$ cat src/rtl/game_disp_pkg.sv
// Shared types and constants for the game time display.
// Holds the conversion FSM state enum, the BCD digit struct, display constants
// and the per-cycle add-3 adjustment used by the double-dabble converter.
package game_disp_pkg;

  localparam int unsigned CNT_W    = 10;  // tenths count width
  localparam int unsigned BCD_W    = 16;  // four packed BCD digits
  localparam int unsigned ITER_W   = 4;   // shift iteration counter width
  localparam int unsigned N_DIGITS = 4;
  localparam int unsigned SCAN_W   = 2;   // index over N_DIGITS
  localparam int unsigned DP_DIGIT = 1;   // digit carrying the decimal point

  localparam logic [ITER_W-1:0] LAST_ITER = ITER_W'(CNT_W - 1);

  // Active-low {dp,g,f,e,d,c,b,a}; all segments dark.
  localparam logic [7:0] SEG_BLANK = 8'hFF;
  localparam logic [6:0] SEG7_OFF  = SEG_BLANK[6:0];

  // Active-low {g,f,e,d,c,b,a} glyphs for 0-9.
  localparam logic [6:0] SEG7_0 = 7'h40;
  localparam logic [6:0] SEG7_1 = 7'h79;
  localparam logic [6:0] SEG7_2 = 7'h24;
  localparam logic [6:0] SEG7_3 = 7'h30;
  localparam logic [6:0] SEG7_4 = 7'h19;
  localparam logic [6:0] SEG7_5 = 7'h12;
  localparam logic [6:0] SEG7_6 = 7'h02;
  localparam logic [6:0] SEG7_7 = 7'h78;
  localparam logic [6:0] SEG7_8 = 7'h00;
  localparam logic [6:0] SEG7_9 = 7'h10;

  typedef enum logic [1:0] {
    IDLE   = 2'd0,
    SHIFT  = 2'd1,
    COMMIT = 2'd2
  } conv_state_e;

  // d3 hundreds, d2 tens, d1 units, d0 tenths.
  typedef struct packed {
    logic [3:0] d3;
    logic [3:0] d2;
    logic [3:0] d1;
    logic [3:0] d0;
  } bcd_digits_t;

  // Double-dabble correction: any nibble >= 5 gets +3 before the next shift.
  function automatic logic [BCD_W-1:0] add3_nibbles(input logic [BCD_W-1:0] acc);
    logic [BCD_W-1:0] res;
    res = acc;
    for (int i = 0; i < 4; i++) begin
      if (acc[4*i +: 4] >= 4'd5) begin
        res[4*i +: 4] = acc[4*i +: 4] + 4'd3;
      end
    end
    return res;
  endfunction

endpackage

$ cat src/rtl/bcd_to_seg7.sv
// BCD digit to active-low 7-segment decoder.
// Ports: bcd (digit 0-9), blank (force dark), seg_n_c ({g,f,e,d,c,b,a}, active low).
// Codes 10-15 decode to dark.
module bcd_to_seg7
  import game_disp_pkg::*;
(
  input  logic [3:0] bcd,
  input  logic       blank,
  output logic [6:0] seg_n_c
);

  always_comb begin
    seg_n_c = SEG7_OFF;
    if (!blank) begin
      case (bcd)
        4'd0:    seg_n_c = SEG7_0;
        4'd1:    seg_n_c = SEG7_1;
        4'd2:    seg_n_c = SEG7_2;
        4'd3:    seg_n_c = SEG7_3;
        4'd4:    seg_n_c = SEG7_4;
        4'd5:    seg_n_c = SEG7_5;
        4'd6:    seg_n_c = SEG7_6;
        4'd7:    seg_n_c = SEG7_7;
        4'd8:    seg_n_c = SEG7_8;
        4'd9:    seg_n_c = SEG7_9;
        default: seg_n_c = SEG7_OFF;
      endcase
    end
  end

endmodule

$ cat src/rtl/game_time_display.sv
// Game time display: converts the tenths-of-a-second count to BCD with a
// sequential double-dabble engine and scans it onto a 4-digit 7-segment
// display as SSS.T with optional leading-zero blanking.
// Ports:
//   CLOCK10M  system clock
//   RST_N     asynchronous active-low reset
//   count_in  tenths count 0-1023
//   bcd_out   {d3,d2,d1,d0} converted digits
//   update    one-cycle pulse when bcd_out takes a new value
//   busy      conversion in progress
//   seg_n     active-low {dp,g,f,e,d,c,b,a}
//   dig_n     active-low one-hot digit select, bit i = digit i
module game_time_display
  import game_disp_pkg::*;
#(
  parameter int unsigned SCAN_DIV   = 10000,
  parameter bit          LEAD_BLANK = 1'b1
) (
  input  logic                CLOCK10M,
  input  logic                RST_N,
  input  logic [CNT_W-1:0]    count_in,
  output logic [BCD_W-1:0]    bcd_out,
  output logic                update,
  output logic                busy,
  output logic [7:0]          seg_n,
  output logic [N_DIGITS-1:0] dig_n
);

  localparam int unsigned     DIV_W    = (SCAN_DIV > 1) ? $clog2(SCAN_DIV) : 1;
  localparam logic [DIV_W-1:0] DIV_LAST = DIV_W'(SCAN_DIV - 1);

  // Conversion state
  conv_state_e       state_q, state_d;
  logic [CNT_W-1:0]  last_q, last_d;
  logic [CNT_W-1:0]  sh_q, sh_d;
  logic [BCD_W-1:0]  acc_q, acc_d;
  logic [BCD_W-1:0]  acc_adj;
  logic [ITER_W-1:0] iter_q, iter_d;
  bcd_digits_t       bcd_q, bcd_d;
  logic              update_q, update_d;
  logic              busy_q, busy_d;

  // Display scan state
  logic [DIV_W-1:0]    div_q, div_d;
  logic [SCAN_W-1:0]   scan_q, scan_d;
  logic [7:0]          seg_q, seg_d;
  logic [N_DIGITS-1:0] dig_q, dig_d;

  logic [3:0] digit_sel;
  logic       blank_sel;
  logic       blank3, blank2;
  logic [6:0] seg7_c;

  // Conversion FSM state register
  always_ff @(posedge CLOCK10M or negedge RST_N) begin
    if (!RST_N) begin
      state_q  <= IDLE;
      last_q   <= '0;
      sh_q     <= '0;
      acc_q    <= '0;
      iter_q   <= '0;
      bcd_q    <= '0;
      update_q <= 1'b0;
      busy_q   <= 1'b0;
    end else begin
      state_q  <= state_d;
      last_q   <= last_d;
      sh_q     <= sh_d;
      acc_q    <= acc_d;
      iter_q   <= iter_d;
      bcd_q    <= bcd_d;
      update_q <= update_d;
      busy_q   <= busy_d;
    end
  end

  // Conversion FSM next-state: change detect, shift-add-3, commit
  always_comb begin
    state_d  = state_q;
    last_d   = last_q;
    sh_d     = sh_q;
    acc_d    = acc_q;
    iter_d   = iter_q;
    bcd_d    = bcd_q;
    update_d = 1'b0;
    acc_adj  = add3_nibbles(acc_q);

    case (state_q)
      IDLE: begin
        // Changes during SHIFT/COMMIT are picked up here on return.
        if (count_in != last_q) begin
          last_d  = count_in;
          sh_d    = count_in;
          acc_d   = '0;
          iter_d  = '0;
          state_d = SHIFT;
        end
      end
      SHIFT: begin
        {acc_d, sh_d} = {acc_adj, sh_q} << 1;
        iter_d        = iter_q + ITER_W'(1);
        if (iter_q == LAST_ITER) begin
          state_d = COMMIT;
        end
      end
      COMMIT: begin
        bcd_d    = bcd_digits_t'(acc_q);
        update_d = 1'b1;
        state_d  = IDLE;
      end
      default: state_d = IDLE;
    endcase

    busy_d = (state_d != IDLE);
  end

  // Scan divider and display output registers
  always_ff @(posedge CLOCK10M or negedge RST_N) begin
    if (!RST_N) begin
      div_q  <= '0;
      scan_q <= '0;
      seg_q  <= {1'b1, SEG7_0};
      dig_q  <= N_DIGITS'(4'b1110);
    end else begin
      div_q  <= div_d;
      scan_q <= scan_d;
      seg_q  <= seg_d;
      dig_q  <= dig_d;
    end
  end

  // Leading-zero blanking: d2 only blanks when d3 is already blank
  assign blank3 = LEAD_BLANK && (bcd_q.d3 == 4'd0);
  assign blank2 = blank3 && (bcd_q.d2 == 4'd0);

  // Digit and blank select for the current scan slot
  always_comb begin
    digit_sel = bcd_q.d0;
    blank_sel = 1'b0;
    case (scan_q)
      2'd0: digit_sel = bcd_q.d0;
      2'd1: digit_sel = bcd_q.d1;
      2'd2: begin
        digit_sel = bcd_q.d2;
        blank_sel = blank2;
      end
      2'd3: begin
        digit_sel = bcd_q.d3;
        blank_sel = blank3;
      end
      default: begin
        digit_sel = bcd_q.d0;
        blank_sel = 1'b0;
      end
    endcase
  end

  bcd_to_seg7 u_seg7 (
    .bcd     (digit_sel),
    .blank   (blank_sel),
    .seg_n_c (seg7_c)
  );

  // Scan divider next-state and registered segment/digit drive
  always_comb begin
    div_d  = div_q + DIV_W'(1);
    scan_d = scan_q;
    if (div_q == DIV_LAST) begin
      div_d  = '0;
      scan_d = scan_q + SCAN_W'(1);
    end
    // seg and dig both derive from scan_q so they update on the same edge.
    seg_d = {(scan_q != SCAN_W'(DP_DIGIT)), seg7_c};
    dig_d = ~(N_DIGITS'(1) << scan_q);
  end

  assign bcd_out = bcd_q;
  assign update  = update_q;
  assign busy    = busy_q;
  assign seg_n   = seg_q;
  assign dig_n   = dig_q;

endmodule
$ cat config.mk
export PLATFORM = sky130hd
export DESIGN_NAME = game_time_display
export DESIGN_NICKNAME = d
export VERILOG_FILES = /design/src/rtl/game_disp_pkg.sv /design/src/rtl/bcd_to_seg7.sv /design/src/rtl/game_time_display.sv
export SDC_FILE = /design/constraint.sdc
export NUM_CORES = 1
export LEC_CHECK = 0
export ABC_AREA = 1
export CORE_AREA = 8 8 101 103
export CTS_BUF_LIST = sky130_fd_sc_hd__clkbuf_4 sky130_fd_sc_hd__clkbuf_8
export CTS_CLUSTER_DIAMETER = 200
export DETAILED_ROUTE_END_ITERATION = 7
export DIE_AREA = 0 0 109 111
export PLACE_DENSITY = 0.75
export SYNTH_ARGS = -nofsm -noshare
export SYNTH_HDL_FRONTEND = slang
export SYNTH_SLANG_ARGS = --single-unit
export TNS_END_PERCENT = 5
$ cat constraint.sdc
create_clock -name CLOCK10M -period 1.9 [get_ports CLOCK10M]
set_input_delay 0.38 -clock CLOCK10M [delete_from_list [all_inputs] [get_ports CLOCK10M]]
set_output_delay 0.38 -clock CLOCK10M [all_outputs]
set_load 0.01 [all_outputs]
======== Word-level counts from Yosys, hierarchy flattened ========
Memory sizes are Yosys's and may differ from the RTL's.
Index checks and enable logic that the tools add are counted.
storage, ports and cells
  logic and storage cells ................. 66
  bits in registers ....................... 88
  memories kept ........................... 1
  output and inout bits ................... 30
  memory bits (read-only) ................. 112
  bits of input ports ..................... 12
memories
  name             words  bits a word  read ports  clocked after memory_dff  write ports  RTL line           RTL
  (no name shown)  16     7            1           0                         0            bcd_to_seg7.sv:15  case (bcd)
operators by class
  shift-type cells ........................ 1
  order comparisons ....................... 4
  reductions and logical operators ........ 9
  $add $sub $neg .......................... 7
  mux-type cells .......................... 18
  equal/unequal tests ..................... 10
  bitwise logic cells ..................... 1
operators with widths
  cell                   count
  $pmux 16 s2            1
  $pmux 10 s2            1
  $ge 4x3->1 const B     4
  $mux 16                1
  $mux 4                 4
  $pmux 4 s4             1
  $add 14x1->14 const B  1
  $eq 14x14->1 const B   1
  $mux 14                1
  $add 4x2->4 const B    3
  $mux 10                1
  $ne 10x10->1           1
  $logic_not 4->1        2
  $pmux 4 s2             1
  $mux 7                 1
  $eq 2x2->1 const B     3
  $add 4x1->4 const B    1
  $eq 2x1->1 const B     2
  $eq 4x4->1 const B     1
  $logic_not 2->1        2
  $mux 2                 2
  $not 4->4              1
  $pmux 2 s2             1
  $reduce_and 2->1       2
  other kinds (10)       11

======== Longest topological paths before layout ========
  word-level depth ........................ 4
  mapped depth ............................ 11

======== Modules after synthesis ========
From an unflattened synthesis, not the netlist that was laid out.
unflattened totals
  cells, all modules ...................... 543
  area, all modules ....................... 4386.7 µm²
modules (own cells, without submodules)
  module             instances  cells an instance  area each (µm²)  seq. area each (µm²)
  game_time_display  1          506                4177.8           2182.1
  bcd_to_seg7        1          37                 209.0            0.0

======== Worst setup path after synthesis ========
No wires, ideal clock.
  path type ............................... reg2reg
  start ................................... reg scan_q[0]
  end ..................................... reg seg_q[3] (netlist: seg_n[3])
  library setup time ...................... 0.125 ns
  data arrival time ....................... 1.669 ns
  cell stages (with the launch flop) ...... 12
  slack ................................... 0.107 ns
  path buffers ............................ 0
  cells stage by stage .................... dfrtp_1 -> inv_1 -> ha_1 -> inv_1 -> nand2_1 -> o22ai_1 -> inv_1 -> ha_1 -> nand2_1 -> nand2_1 -> nand2_1 -> nand2_1
on the way
  longest elaborated chain between the ends .. 4
RTL lines
  item                                RTL line                  RTL
  start: declaration                  game_time_display.sv:45   logic [SCAN_W-1:0] scan_q, scan_d;
  start signal: assignment            game_time_display.sv:126  scan_q <= scan_d;
  $eq 2x2->1 (tied with other cells)  game_time_display.sv:140  case (scan_q)
  $pmux 4 s4                          game_time_display.sv:140
  $mem_v2 16x7                        --
  $mux 7 *                            bcd_to_seg7.sv:14         if (!blank) begin
  via seg7_c[3]                       game_time_display.sv:52   logic [6:0] seg7_c;
  end signal: assignment              game_time_display.sv:122  seg_q <= {1'b1, SEG7_0};
  end signal: assignment              game_time_display.sv:127  seg_q <= seg_d;
  end: declaration                    game_time_display.sv:46   logic [7:0] seg_q, seg_d;
Mark *: on every way through the listed nets, which the timed path passes. The rest lies on a longest branch.
A chain may end at the register's enable or synchronous reset.

======== Worst setup path in the final report ========
Ends and elaborated chain as after synthesis.

==> impl_results.md <==
* Clk root buf: clkbuf_8
* Data arrival, critical path at a little over 2000 ps
* Chip width at between 100 and 150 um
* Placer congestion estimate at approximately 0.84
* CTS sink cnt at 87
* Final #Nets at 639
* Post-Place Setup Slack at -76.97 ps
* Top cells by area, synth: dfrtp_1 (47%), nand2_1 (14%), o21ai_0 (6.6%)
* Post-synth top cells: nand2_1 (160), dfrtp_1 (83), inv_1 (74)
* Largest stage delay, worst path at 420 ps
* Fin area at 5290 um^2
* Crit. End Element: register
* DIE AREA at 12100 um^2
* Leakage Power at 2.725 nW
* Synth Area in Simple Gates at 0.2474
* Tot GR Track Use at 0.1537
* Die height at 111 um
* DRC viols at 0
* Final ANT Viol Nets at 0
* Worst skew pair latency at around 350 ps
* Synth cell types at 29
* Synth Area per Inst at 7.957 um^2
* DR vias at 3616
* Critical Path Fanout Max at 6
* Crit share post-route at 0.9464
* CORE AREA at around 8600 um^2
* Initial antenna violation count at 0
* Synth warn at 0
* Minimum clock period at ~1800 ps
* Vias in the first global route at 3325
* Async set-reset flop share out of synthesis at 1.000
* Dpl cells at between 700 and 800
* CP Cell Sequence: inv_1 -> ha_1 -> inv_2 -> nand2_1 -> o22ai_2 -> inv_2 -> ha_1 -> nand2_1 -> nand2_1 -> nand2_1 -> nand2_1
* CP startpoint kind: register
* Clock tree buffer depth at 2
* Setup TNS Final at 0 ps
* Hpwl dp at ~6.6 mm
* F_max at between 0.5 and 0.6 GHz
* Drt first pass iters at 4
* Initial core utilization at 0.5127
* First-pass GRT wire length at about 15 mm
* CP most frequent cell: nand2_1
* Multiplexer share of the synthesized area at 0
* MaxCap Viol Count at 0
* Synth Area in Adders at 0.05422
* H-tree levels at 3
* Outcome: completed
* Ys flop type: dfrtp_1
* Clk_skew at between 10 and 15 ps
* Total gr overflow at 0
* Yosys top cell area share at 0.4737
* Cell area after synthesis at 4384 um^2
* WP data required at between 2000 and 2500 ps
* Yosys top cell by area: dfrtp_1
* Register area share after synthesis at 0.4977
* Final worst setup slack at 101.8 ps
* Count leader, synth: nand2_1
* Final setup vio count at 0
* TritonCTS clock tree: built
* Post-synth EDFFs at 0
* Crit Path Category: reg2reg
* PortBufs at 41
* DP Area at between 5000 and 6000 um^2
* Complex-gate fraction of the synthesized area at 0.09874
* I/O Pins at 42
* Maximum vdd ir drop at approximately 0.57 mV
* Slew margin rel. at 0.5516
* Power Total at slightly below 8 mW
* Largest family of logic cells by synthesized area: simple AND/OR/NAND/NOR gates
* Syn nets at about 580
* Vias per cell at 5.015
* Post-Syn Instances at approximately 550
* Worst hold path type: reg2reg
* Drt initial violations at around 120
* Final hold violation count at 0
* Final Max Slew Viols at 0
* Share of layout cells above drive strength 1 at 0.08809
* Final Non-Filler Cells at 721
* Worst slew pin tran at 671.8 ps
* N_diodes at 0
* Average wire per standard cell at 12.64 um
* Synth Register Bits at 87
* WL final at 9.111 mm
* Pwr per Cell Area at 1470 nW/um^2
* Num CTS Buffers at 9
* Std cell rows at 34
* Post-synthesis xor/xnor area fraction at 0.01798
* Clk pin slew, worst setup/hold paths at around 90 ps
* Crit path max-delay cell type: dfrtp_1
* Pin count of the biggest net entering global routing at 43
* Layout area overhead at 20.66%
## final cells by class
type                            count  area [um^2]
Clock buffer                       10        131.4
Clock inverter                      6        110.1
Tap cell                          108        135.1
Inverter                           75        281.5
Timing Repair Buffer               62        593.1
Sequential cell                    87         2182
Fill cell                         719         3261
Multi-Input combinational cell    373         1857
## routing by layer
metal / GRT usage / up-vias / wire (um)
met2: 0.2461 / 85 / 4361
met4: 0.06941 / 0 / 206
met5: 0 / - / 0
li1: - / 1859 / -
met1: 0.1942 / 1652 / 4053
met3: 0.02965 / 20 / 489
## cells by family (layout without fill, tap and decap cells)
group                      after synthesis  count (layout)
buffers and inverters                   91             153
and+or+nand+nor                        262             262
adders and majority gates               19              19
xor gates and xnor gates                 9               9
AOI/OAI and AO/OA                       83              83
DFF                                     87              87
## worst max-delay path, delay by kind of cell, from the launching register on
family,cells,cell delay [ps]
buffers and inverters,3,300
flip-flops,1,420
AO/OA/AOI/OAI,1,150
adder cells (fa/ha/maj),2,520
AND/OR/NAND/NOR,5,290
## flip-flops by register name, summed over array words and instances, names as in the netlist
name	flops
scan_q	2
seg_n	7
acc_q	16
sh_q	10
bcd_out	16
state_q	2
busy	1
update	1
iter_q	4
div_q	14
dig_n	4
last_q	10
## report_power, final
part | switching (mW) | internal, mW | leakage (nW)
clock network | 0.648 | 0.886 | 0.116
registers | 0.509 | 2.49 | 1.11
logic | 1.85 | 1.39 | 1.50
## metrics by stage
stage               hold slack (ps)    util
floorplan                     84.41       -
global placement              347.5  0.5849
detailed placement            349.6  0.5849
CTS                           470.0  0.6143
global route                  494.4  0.6187
finish                        459.7  0.6187
## repair_timing
item | CTS | global route
hold endpoints to repair | 25 | 0
hold buffers | 1 | 0
setup buffers | 0 | 2
gates resized for setup | 0 | 7
setup endpoints to repair | 0 | 7
## layout by cell type, fill, tap and decap left out
master             n
clkbuf_4           1
buf_4             19
o211ai_1           1
nand2_1          159
nand3_1           53
dfstp_2            4
and3_1             1
ha_1              19
nor2_2             2
nand4_1            3
clkdlybuf4s50_1   40
buf_12             2
o21ai_0           57
nor2_1            32
clkinvlp_4         2
o21bai_2           1
clkbuf_8           9
or2_0              1
dlygate4sd3_1      1
o21ai_1            4
xor2_1             9
or2_2              2
o22ai_2            2
bufinv_16          3
inv_1             72
a21boi_4           1
a21oi_1           17
nor4_1             1
inv_2              3
nand2_2            2
dfrtp_1           83
clkinv_2           1
nor3_1             6
## path summary, 6_finish.rpt
path                            from        end  slack, ps  cells past startpoint
setup / recovery           scan_q[0]   seg_n[3]        100                     11
hold / removal              div_q[0]   div_q[0]        460                      1
setup reg to reg           scan_q[0]   seg_n[3]        100                     11
hold reg to reg             div_q[0]   div_q[0]        460                      1
max in group asynchronous      RST_N    sh_q[3]        810                      3
min in group asynchronous      RST_N  div_q[13]        510                      2
(Power assumes the default switching activity.)
